==> config.mk <==
export PLATFORM = sky130hd
export DESIGN_NAME = spi_ram_master_flat
export DESIGN_NICKNAME = d
export VERILOG_FILES = /design/src/rtl/spi_ram_master_if.sv /design/src/rtl/spi_ram_master.sv /design/src/flat_wrapper.sv
export SDC_FILE = /design/constraint.sdc
export NUM_CORES = 1
export LEC_CHECK = 0
export CORE_ASPECT_RATIO = 0.7
export CORE_MARGIN = 2
export CORE_UTILIZATION = 45
export CTS_CLUSTER_SIZE = 28
export DETAILED_ROUTE_END_ITERATION = 16
export GPL_TIMING_DRIVEN = 0
export PLACE_DENSITY = 0.75
export REMOVE_ABC_BUFFERS = 1
export SLEW_MARGIN = 10
export SYNTH_ARGS = -nofsm -noshare
export SYNTH_HDL_FRONTEND = slang
export SYNTH_SLANG_ARGS = --single-unit
==> constraint.sdc <==
create_clock -name clk -period 2.8 [get_ports clk]
set_input_delay 0.56 -clock clk [delete_from_list [all_inputs] [get_ports clk]]
set_output_delay 0.56 -clock clk [all_outputs]
set_load 0.03 [all_outputs]
==> src/rtl/spi_ram_master_if.sv <==
// spi_ram_master_if: host request/response port and SPI pins of spi_ram_master
interface spi_ram_master_if;
  logic req_valid, req_ready, req_rd;
  logic [7:0] req_addr, req_wdata;
  logic rsp_valid;
  logic [7:0] rsp_rdata;
  logic SS_n, MOSI, MISO, busy;
  modport master(input req_valid, req_rd, req_addr, req_wdata, MISO,
                 output req_ready, rsp_valid, rsp_rdata, SS_n, MOSI, busy);
  modport slave(output req_valid, req_rd, req_addr, req_wdata, MISO,
                input req_ready, rsp_valid, rsp_rdata, SS_n, MOSI, busy);
endinterface

==> src/rtl/spi_ram_master.sv <==
// spi_ram_master: two-frame SPI command sequencer for single-byte RAM accesses; SPI_ADDR_SKIP_EN skips repeated address frames
module spi_ram_master #(
  parameter int GAP = 1,
  parameter int RD_LAT = 1
) (
  input logic clk,
  input logic rst_n,
  spi_ram_master_if.master bus
);
  typedef enum logic [2:0] {IDLE, SEL, SHIFT, WAIT, RECV, GAP_S} state_t;
  state_t state;
  logic rd, frame, hit;
  logic [7:0] addr, wdata, sh;
  logic [3:0] cnt;
  logic [15:0] tmr;
  logic [10:0] word;
  assign word = {rd, rd, frame, frame ? (rd ? 8'h00 : wdata) : addr};
  assign bus.busy = ~bus.req_ready;
`ifdef SPI_ADDR_SKIP_EN
  logic [7:0] last_waddr, last_raddr;
  logic wv, rv;
  assign hit = bus.req_rd ? rv && last_raddr == bus.req_addr : wv && last_waddr == bus.req_addr;
  // remember the last accepted address of each access type
  always_ff @(posedge clk or negedge rst_n)
    if (!rst_n) begin
      last_waddr <= '0;
      last_raddr <= '0;
      wv <= 1'b0;
      rv <= 1'b0;
    end else if (bus.req_valid && bus.req_ready) begin
      if (bus.req_rd) begin
        rv <= 1'b1;
        last_raddr <= bus.req_addr;
      end else begin
        wv <= 1'b1;
        last_waddr <= bus.req_addr;
      end
    end
`else
  assign hit = 1'b0;
`endif
  // request sequencing, frame shifting and read capture; outputs registered from the next state
  always_ff @(posedge clk or negedge rst_n)
    if (!rst_n) begin
      state <= IDLE;
      rd <= 1'b0;
      frame <= 1'b0;
      addr <= '0;
      wdata <= '0;
      sh <= '0;
      cnt <= '0;
      tmr <= '0;
      bus.SS_n <= 1'b1;
      bus.MOSI <= 1'b0;
      bus.req_ready <= 1'b1;
      bus.rsp_valid <= 1'b0;
      bus.rsp_rdata <= '0;
    end else begin
      bus.rsp_valid <= 1'b0;
      case (state)
        IDLE: if (bus.req_valid) begin
          rd <= bus.req_rd;
          addr <= bus.req_addr;
          wdata <= bus.req_wdata;
          frame <= hit;
          state <= SEL;
          bus.SS_n <= 1'b0;
          bus.req_ready <= 1'b0;
        end
        SEL: begin
          state <= SHIFT;
          bus.MOSI <= word[10];
          cnt <= 4'd10;
        end
        SHIFT: if (cnt == 4'd0) begin
          bus.MOSI <= 1'b0;
          if (rd && frame) begin
            state <= RD_LAT > 0 ? WAIT : RECV;
            tmr <= RD_LAT > 0 ? 16'(RD_LAT - 1) : 16'd7;
          end else begin
            state <= GAP_S;
            bus.SS_n <= 1'b1;
            tmr <= 16'(GAP - 1);
          end
        end else begin
          bus.MOSI <= word[cnt - 4'd1];
          cnt <= cnt - 4'd1;
        end
        WAIT: if (tmr == 16'd0) begin
          state <= RECV;
          tmr <= 16'd7;
        end else tmr <= tmr - 16'd1;
        RECV: begin
          sh <= {sh[6:0], bus.MISO};
          if (tmr == 16'd0) begin
            state <= GAP_S;
            bus.SS_n <= 1'b1;
            tmr <= 16'(GAP - 1);
            bus.rsp_valid <= 1'b1;
            bus.rsp_rdata <= {sh[6:0], bus.MISO};
          end else tmr <= tmr - 16'd1;
        end
        GAP_S: if (tmr != 16'd0) tmr <= tmr - 16'd1;
        else if (frame) begin
          state <= IDLE;
          bus.req_ready <= 1'b1;
        end else begin
          state <= SEL;
          frame <= 1'b1;
          bus.SS_n <= 1'b0;
        end
        default: state <= IDLE;
      endcase
    end
endmodule

==> src/flat_wrapper.sv <==
// flat-port wrapper written by rule: the top's interface ports become plain ports
module spi_ram_master_flat 
#(
  parameter int GAP = 1,
  parameter int RD_LAT = 1
)
  (clk, rst_n, bus_req_valid, bus_req_rd, bus_req_addr, bus_req_wdata, bus_MISO, bus_req_ready, bus_rsp_valid, bus_rsp_rdata, bus_SS_n, bus_MOSI, bus_busy);
  spi_ram_master_if bus_i ();
  input logic clk;
  input logic rst_n;
  input wire logic [$bits(bus_i.req_valid)-1:0] bus_req_valid;
  input wire logic [$bits(bus_i.req_rd)-1:0] bus_req_rd;
  input wire logic [$bits(bus_i.req_addr)-1:0] bus_req_addr;
  input wire logic [$bits(bus_i.req_wdata)-1:0] bus_req_wdata;
  input wire logic [$bits(bus_i.MISO)-1:0] bus_MISO;
  output wire logic [$bits(bus_i.req_ready)-1:0] bus_req_ready;
  output wire logic [$bits(bus_i.rsp_valid)-1:0] bus_rsp_valid;
  output wire logic [$bits(bus_i.rsp_rdata)-1:0] bus_rsp_rdata;
  output wire logic [$bits(bus_i.SS_n)-1:0] bus_SS_n;
  output wire logic [$bits(bus_i.MOSI)-1:0] bus_MOSI;
  output wire logic [$bits(bus_i.busy)-1:0] bus_busy;
  assign bus_i.req_valid = bus_req_valid;
  assign bus_i.req_rd = bus_req_rd;
  assign bus_i.req_addr = bus_req_addr;
  assign bus_i.req_wdata = bus_req_wdata;
  assign bus_i.MISO = bus_MISO;
  assign bus_req_ready = bus_i.req_ready;
  assign bus_rsp_valid = bus_i.rsp_valid;
  assign bus_rsp_rdata = bus_i.rsp_rdata;
  assign bus_SS_n = bus_i.SS_n;
  assign bus_MOSI = bus_i.MOSI;
  assign bus_busy = bus_i.busy;
  spi_ram_master #(.GAP(GAP), .RD_LAT(RD_LAT)) u_core (.clk(clk), .rst_n(rst_n), .bus(bus_i));
endmodule
Word-level counts from Yosys, hierarchy flattened
Cells that the tools add are included.
{ "totals": {"register_bits": 60, "inputBits": 21, "output_inout_bits": 13} }
{ "classes": {"addsub": 2, "n_lt_le_gt_ge": 1, "n_eq_ne": 15, "n_mux": 35, "bitwise": 1, "n_reduce_logical": 17} }
{ "ops": {"columns": ["cell", "count"], "rows": [
  ["$mux 16", 4],
  ["$pmux 16 s4", 1],
  ["$mux 3", 6],
  ["$pmux 3 s6", 1],
  ["$logic_not 16->1", 1],
  ["$mux 8", 2],
  ["$reduce_bool 16->1", 1],
  ["$sub 16x1->16 const B", 1],
  ["$mux 1", 14],
  ["$ne 2x1->1 const B", 5],
  ["$ne 2x2->1 const B", 5],
  ["$pmux 4 s2", 1],
  ["$reduce_bool 4->1", 2],
  ["$reduce_and 7->1", 1],
  ["$eq 3x2->1 const B", 2],
  ["$eq 3x3->1 const B", 2],
  ["$pmux 1 s2", 3],
  ["$reduce_and 2->1", 3],
  ["$reduce_and 3->1", 2],
  ["$lt 4x5->1 const B", 1],
  ["$reduce_and 5->1", 1],
  ["$bmux 1 s4", 1],
  ["$logic_not 4->1", 1],
  ["$mux 4", 1],
  ["other kinds (8)", 9]
]} }

Logic depth before layout (Yosys ltp)
Gate-level depths: netlist of run 1.
{ "depth": {"depth_word": 6, "depth_mapped": 9} }

Least setup slack after synthesis of run 1
Ideal clock, no wire load.
{ "synth_path": {"kind": "reg2reg", "start": "register u_core.tmr[0]", "end": "register u_core.bus.SS_n", "arrival_time_ns": 2.395, "t_required_ns": 2.730, "path_slack_ns": 0.335, "path_stages_with_launch": 10, "synth_period_minus_slack_ns": 2.465, "cell_sequence": "dfrtp_1 > inv_1 > ha_1 > or3b_2 > clkbuf_1 > or4_4 > buf_6 > a2111oi_4 > a21oi_2 > o2bb2ai_2"} }
{ "synth_via": {"elab_chain_cells": 3, "elab_cells_between_ends": 5} }
{ "synth_lines": {"columns": ["item", "line", "text"], "rows": [
  ["start: declaration", "spi_ram_master.sv:15", "logic [15:0] tmr;"],
  ["start signal: assignment", "spi_ram_master.sv:79", "tmr <= RD_LAT > 0 ? 16'(RD_LAT - 1) : 16'd7;"],
  ["start signal: assignment", "spi_ram_master.sv:83", "tmr <= 16'(GAP - 1);"],
  ["start signal: assignment", "spi_ram_master.sv:92", "end else tmr <= tmr - 16'd1;"],
  ["$logic_not 16->1 or $reduce_bool 16->1 (tied branches)", "spi_ram_master.sv:95, spi_ram_master.sv:103", null],
  ["$ne 2x1->1 (no source line) or $ne 2x2->1 (tied branches)", null, null],
  ["$reduce_and 7->1 (no source line) *", null, null],
  ["end signal: assignment", "spi_ram_master.sv:82", "bus.SS_n <= 1'b1;"],
  ["end signal: assignment", "spi_ram_master.sv:97", "bus.SS_n <= 1'b1;"],
  ["end signal: assignment", "spi_ram_master.sv:110", "bus.SS_n <= 1'b0;"],
  ["end: declaration", "spi_ram_master_if.sv:9", "output req_ready, rsp_valid, rsp_rdata, SS_n, MOSI, busy);"]
]} }
Mark *: on every way between the ends. The rest lies on a longest branch, timed or not.
A chain may end at the register's enable or synchronous reset.

Worst setup path after layout of run 1
{ "layout_path": {"start": "register u_core.cnt[0]", "end": "register u_core.tmr[5]"} }
{ "layout_via": {"elab_chain_cells": 3} }
{ "layout_lines": {"columns": ["item", "line", "text"], "rows": [
  ["start: declaration", "spi_ram_master.sv:14", "logic [3:0] cnt;"],
  ["start signal: assignment", "spi_ram_master.sv:87", "cnt <= cnt - 4'd1;"],
  ["$logic_not 4->1", "spi_ram_master.sv:75", "SHIFT: if (cnt == 4'd0) begin"],
  ["$ne 2x1->1 (no source line)", null, null],
  ["$reduce_and 3->1 (no source line)", null, null]
]} }
Every way passes these cells.

==> flow_summary.yaml, run 1 <==
routing:
  ant_nets: 0
  drtIter0Drc: 244
  totalWireLength_um: 7281
  dr.pass1.iters: 5
  vias_per_cell: 5.963
  dr_total_vias: 2564
  wl_per_cell_um: 16.93
  route.detailed.drc: 0
placed_design:
  gp_congestion: 0.8715
  pre_cts_ws_ps: 56.05
  dpl.hpwl_um: 4953
  port_buffers: 33
final_layout:
  area_growth_pct: 17.34
  layout_common_cells: "dfrtp_1, mux2_2, clkdlybuf4s50_1"
  layout.nets: 356
  post-route-util_pct: 55.62
  antenna_cells: 0
  final_common_cell: "dfrtp_1"
  drive_gt1_share_pct: 20.54
floorplanning:
  num_rows: 25
  fp.coreArea_mm2: 0.006882
  start_util_pct: 47.40
  ios: 34
  die_x_um: 105.8
  fp.dieH_um: 75.23
  die-area_mm2: 0.007956
setup_path:
  cpMaxStageDelayCell: "or3_2"
  path_class: "reg2reg"
  required_ps: 3070
  crit_fanout: 8
  arrival_ps: 2820
  critPathCaptureType: "flop"
  rr_worst_depth: 7
  path_cells: "inv_1, ha_1, nor3b_1, o21ai_1, or3_2, a21o_1, a21oi_1"
  startpoint_type: "flop"
  worst_path_largest_cell_delay_ps: 580
cts:
  cts_max_path_buffers: 2
  root_buffer: "clkbuf_8"
  path_clk_slew_ps: 70
  clock_sinks: 60
  htree_levels: 3
  cts_tree: "yes"
  clkLatencyLatePin_ps: 350
  cts_made_buffers: 9
timing:
  setup_viol: 0
  fmax_mhz: 392.1
  tightest_slew_ps: 984.1
  rsz0062_at_grt: "no"
  final.setup.worst_slack_ps: 249.7
  timing.final.crit_share_pct: 91.08
  drv_slew: 0
  skew_ps: 7.348
  hold_violations: 0
  slew_headroom_pct: 34.39
  fin_crit_ps: 2550
  final.setup.tns_ps: 0
synthesis:
  synth_edf_count: 0
  ys_warn_count: 0
  syn_area_mm2: 0.003262
  yosys.area_share.simple_pct: 15.15
  synth_compound_area_share_pct: 17.03
  synth_top_family_by_area: "compound AO/OA/AOI/OAI gates"
  syn_area_per_cell_um2: 10.73
  synth_cells: 304
  async_flop_share_pct: 100.0
  synthAdderAreaFrac_pct: 1.151
  yosys_register_bits: 60
  ys_seq_area_share_pct: 46.11
  synth_xor_area_share_pct: 1.343
  synth.distinct_cells: 57
  synth_mux_area_share_pct: 15.73
  synthFlopType: "dfrtp_1"
global_route:
  grt_usage_pct: 20.64
  grt_use_met2_pct: 31.18
  grt_first_pass_wirelength_um: 12560
  top_usage_layer: "met2"
  grt_pass1_vias: 2497
  use_met3_pct: 5.974
  grt_overflow: 0
  met1_usage_pct: 29.24
  grt_max_degree: 61
  antenna_found_initial: 0
power_and_ir_drop:
  power.leakage_uw: 0.001537
  finalPower_uw: 4249
  ir_drop_mv: 0.5326
  power_density_mw_per_mm2: 1110
run_status:
  status: "finished clean"
hold_path:
  min_path_type: "in2async"
run:
  drv_cap: 0
-- final timing paths --
kind | startpoint | to | slack (ps)
worst max register to register | u_core.cnt[0] | u_core.tmr[5] | 250
max in group asynchronous | rst_n | u_core.tmr[5] | 2030
worst max-delay path | u_core.cnt[0] | u_core.tmr[5] | 250
worst min register to register | u_core.bus.SS_n | u_core.bus.SS_n | 500
min in group clk | u_core.bus.SS_n | u_core.bus.SS_n | 500
worst min-delay path | rst_n | u_core.addr[0] | 280
-- state kept, by name (all words and copies together), names as in the netlist --
register,flops
u_core.addr,8
u_core.frame,1
u_core.bus.SS_n,1
u_core.rd,1
u_core.wdata,8
u_core.state,3
u_core.tmr,16
u_core.bus.MOSI,1
u_core.cnt,4
u_core.bus.rsp_valid,1
u_core.bus.req_ready,1
u_core.sh,7
u_core.bus.rsp_rdata,8
-- critical path, delay by kind of cell (launching register included) --
family          cells  cell delay [ps]
simple gates        2             1050
compound gates      3              660
flops               1              430
fa+ha+maj           1              180
buf+inv             1              160
-- report_power, final --
group / total (µW) / internal (µW) / switching (µW) / leakage (µW)
sequential: 1610 / 1200 / 412 / 0.000759
combinational: 1940 / 879 / 1060 / 0.000691
clock: 704 / 360 / 344 / 0.0000872
-- synth_stat cells (all sizes together) (3+ instances only) --
cell,count,area share [%]
o21ai,20,3.2
clkbuf,13,1.5
a21o,7,1.6
nor2,13,1.5
mux2,34,12
nor4,10,2.4
nand2,15,1.7
ha,3,1.2
or4,8,2.1
nor2b,3,0.58
buf,5,1.1
a21oi,21,3.3
nor3b,3,0.69
nor3,6,0.92
inv,8,0.92
o2111ai,3,0.81
mux2i,4,1.2
or3,4,0.81
a211oi,3,0.69
nand3,12,1.8
a31oi,3,0.58
mux4,4,2.8
o22ai,4,0.96
xnor2,3,0.81
nand2b,7,1.3
dfrtp,58,44
-- kinds of logic after synthesis --
logic type,count (synthesis)
mux,42
flops,60
buf+inv,26
fa+ha+maj,3
xor+xnor,5
compound gates,81
simple gates,87
-- metal layers --
| metal | wire length, µm | share of wire [%] | vias up |
|---|---|---|---|
| met2 | 3174 | 44 | 85 |
| li1 | - | - | 1198 |
| met5 | 0 | 0 | - |
| met4 | 123 | 1.7 | 0 |
| met3 | 426 | 5.9 | 12 |
| met1 | 3557 | 49 | 1269 |
-- metrics by stage --
step | instance area, µm² | hold slack (ps) | instances
floorplan | 3178 | 264.4 | 286
global placement | 3626 | 481.6 | 413
detailed placement | 3623 | 490.8 | 413
CTS | 3800 | 310.3 | 428
global route | 3827 | 345.5 | 430
finish | 3827 | 278.9 | 430
-- what timing repair did --
action                     4_1_cts  5_1_grt
resized for setup                0        3
setup buffers                    0        2
hold buffers                     0        0
setup endpoints to repair        0       21
-- final cells by class --
type	count	area, µm²
fill	617	3054
timing repair buffer	35	342.8
clock buffer	11	151.4
inverter	8	30.03
tap	94	117.6
clock inverter	4	25.02
sequential	60	1504
multi-input combinational	218	1657
Power figures use the tool's default switching activity.
==> run 2: changes to the inputs <==
Settings changed: CTS_BUF_LIST set to sky130_fd_sc_hd__clkbuf_8.
==> results of run 2 <==
No change in the layout: final DEF, timing and power equal those of run 1.
==> run 3: changes to the inputs <==
Settings changed: TNS_END_PERCENT set to 50.
==> results of run 3 <==
No change in the layout: final DEF, timing and power equal those of run 1.
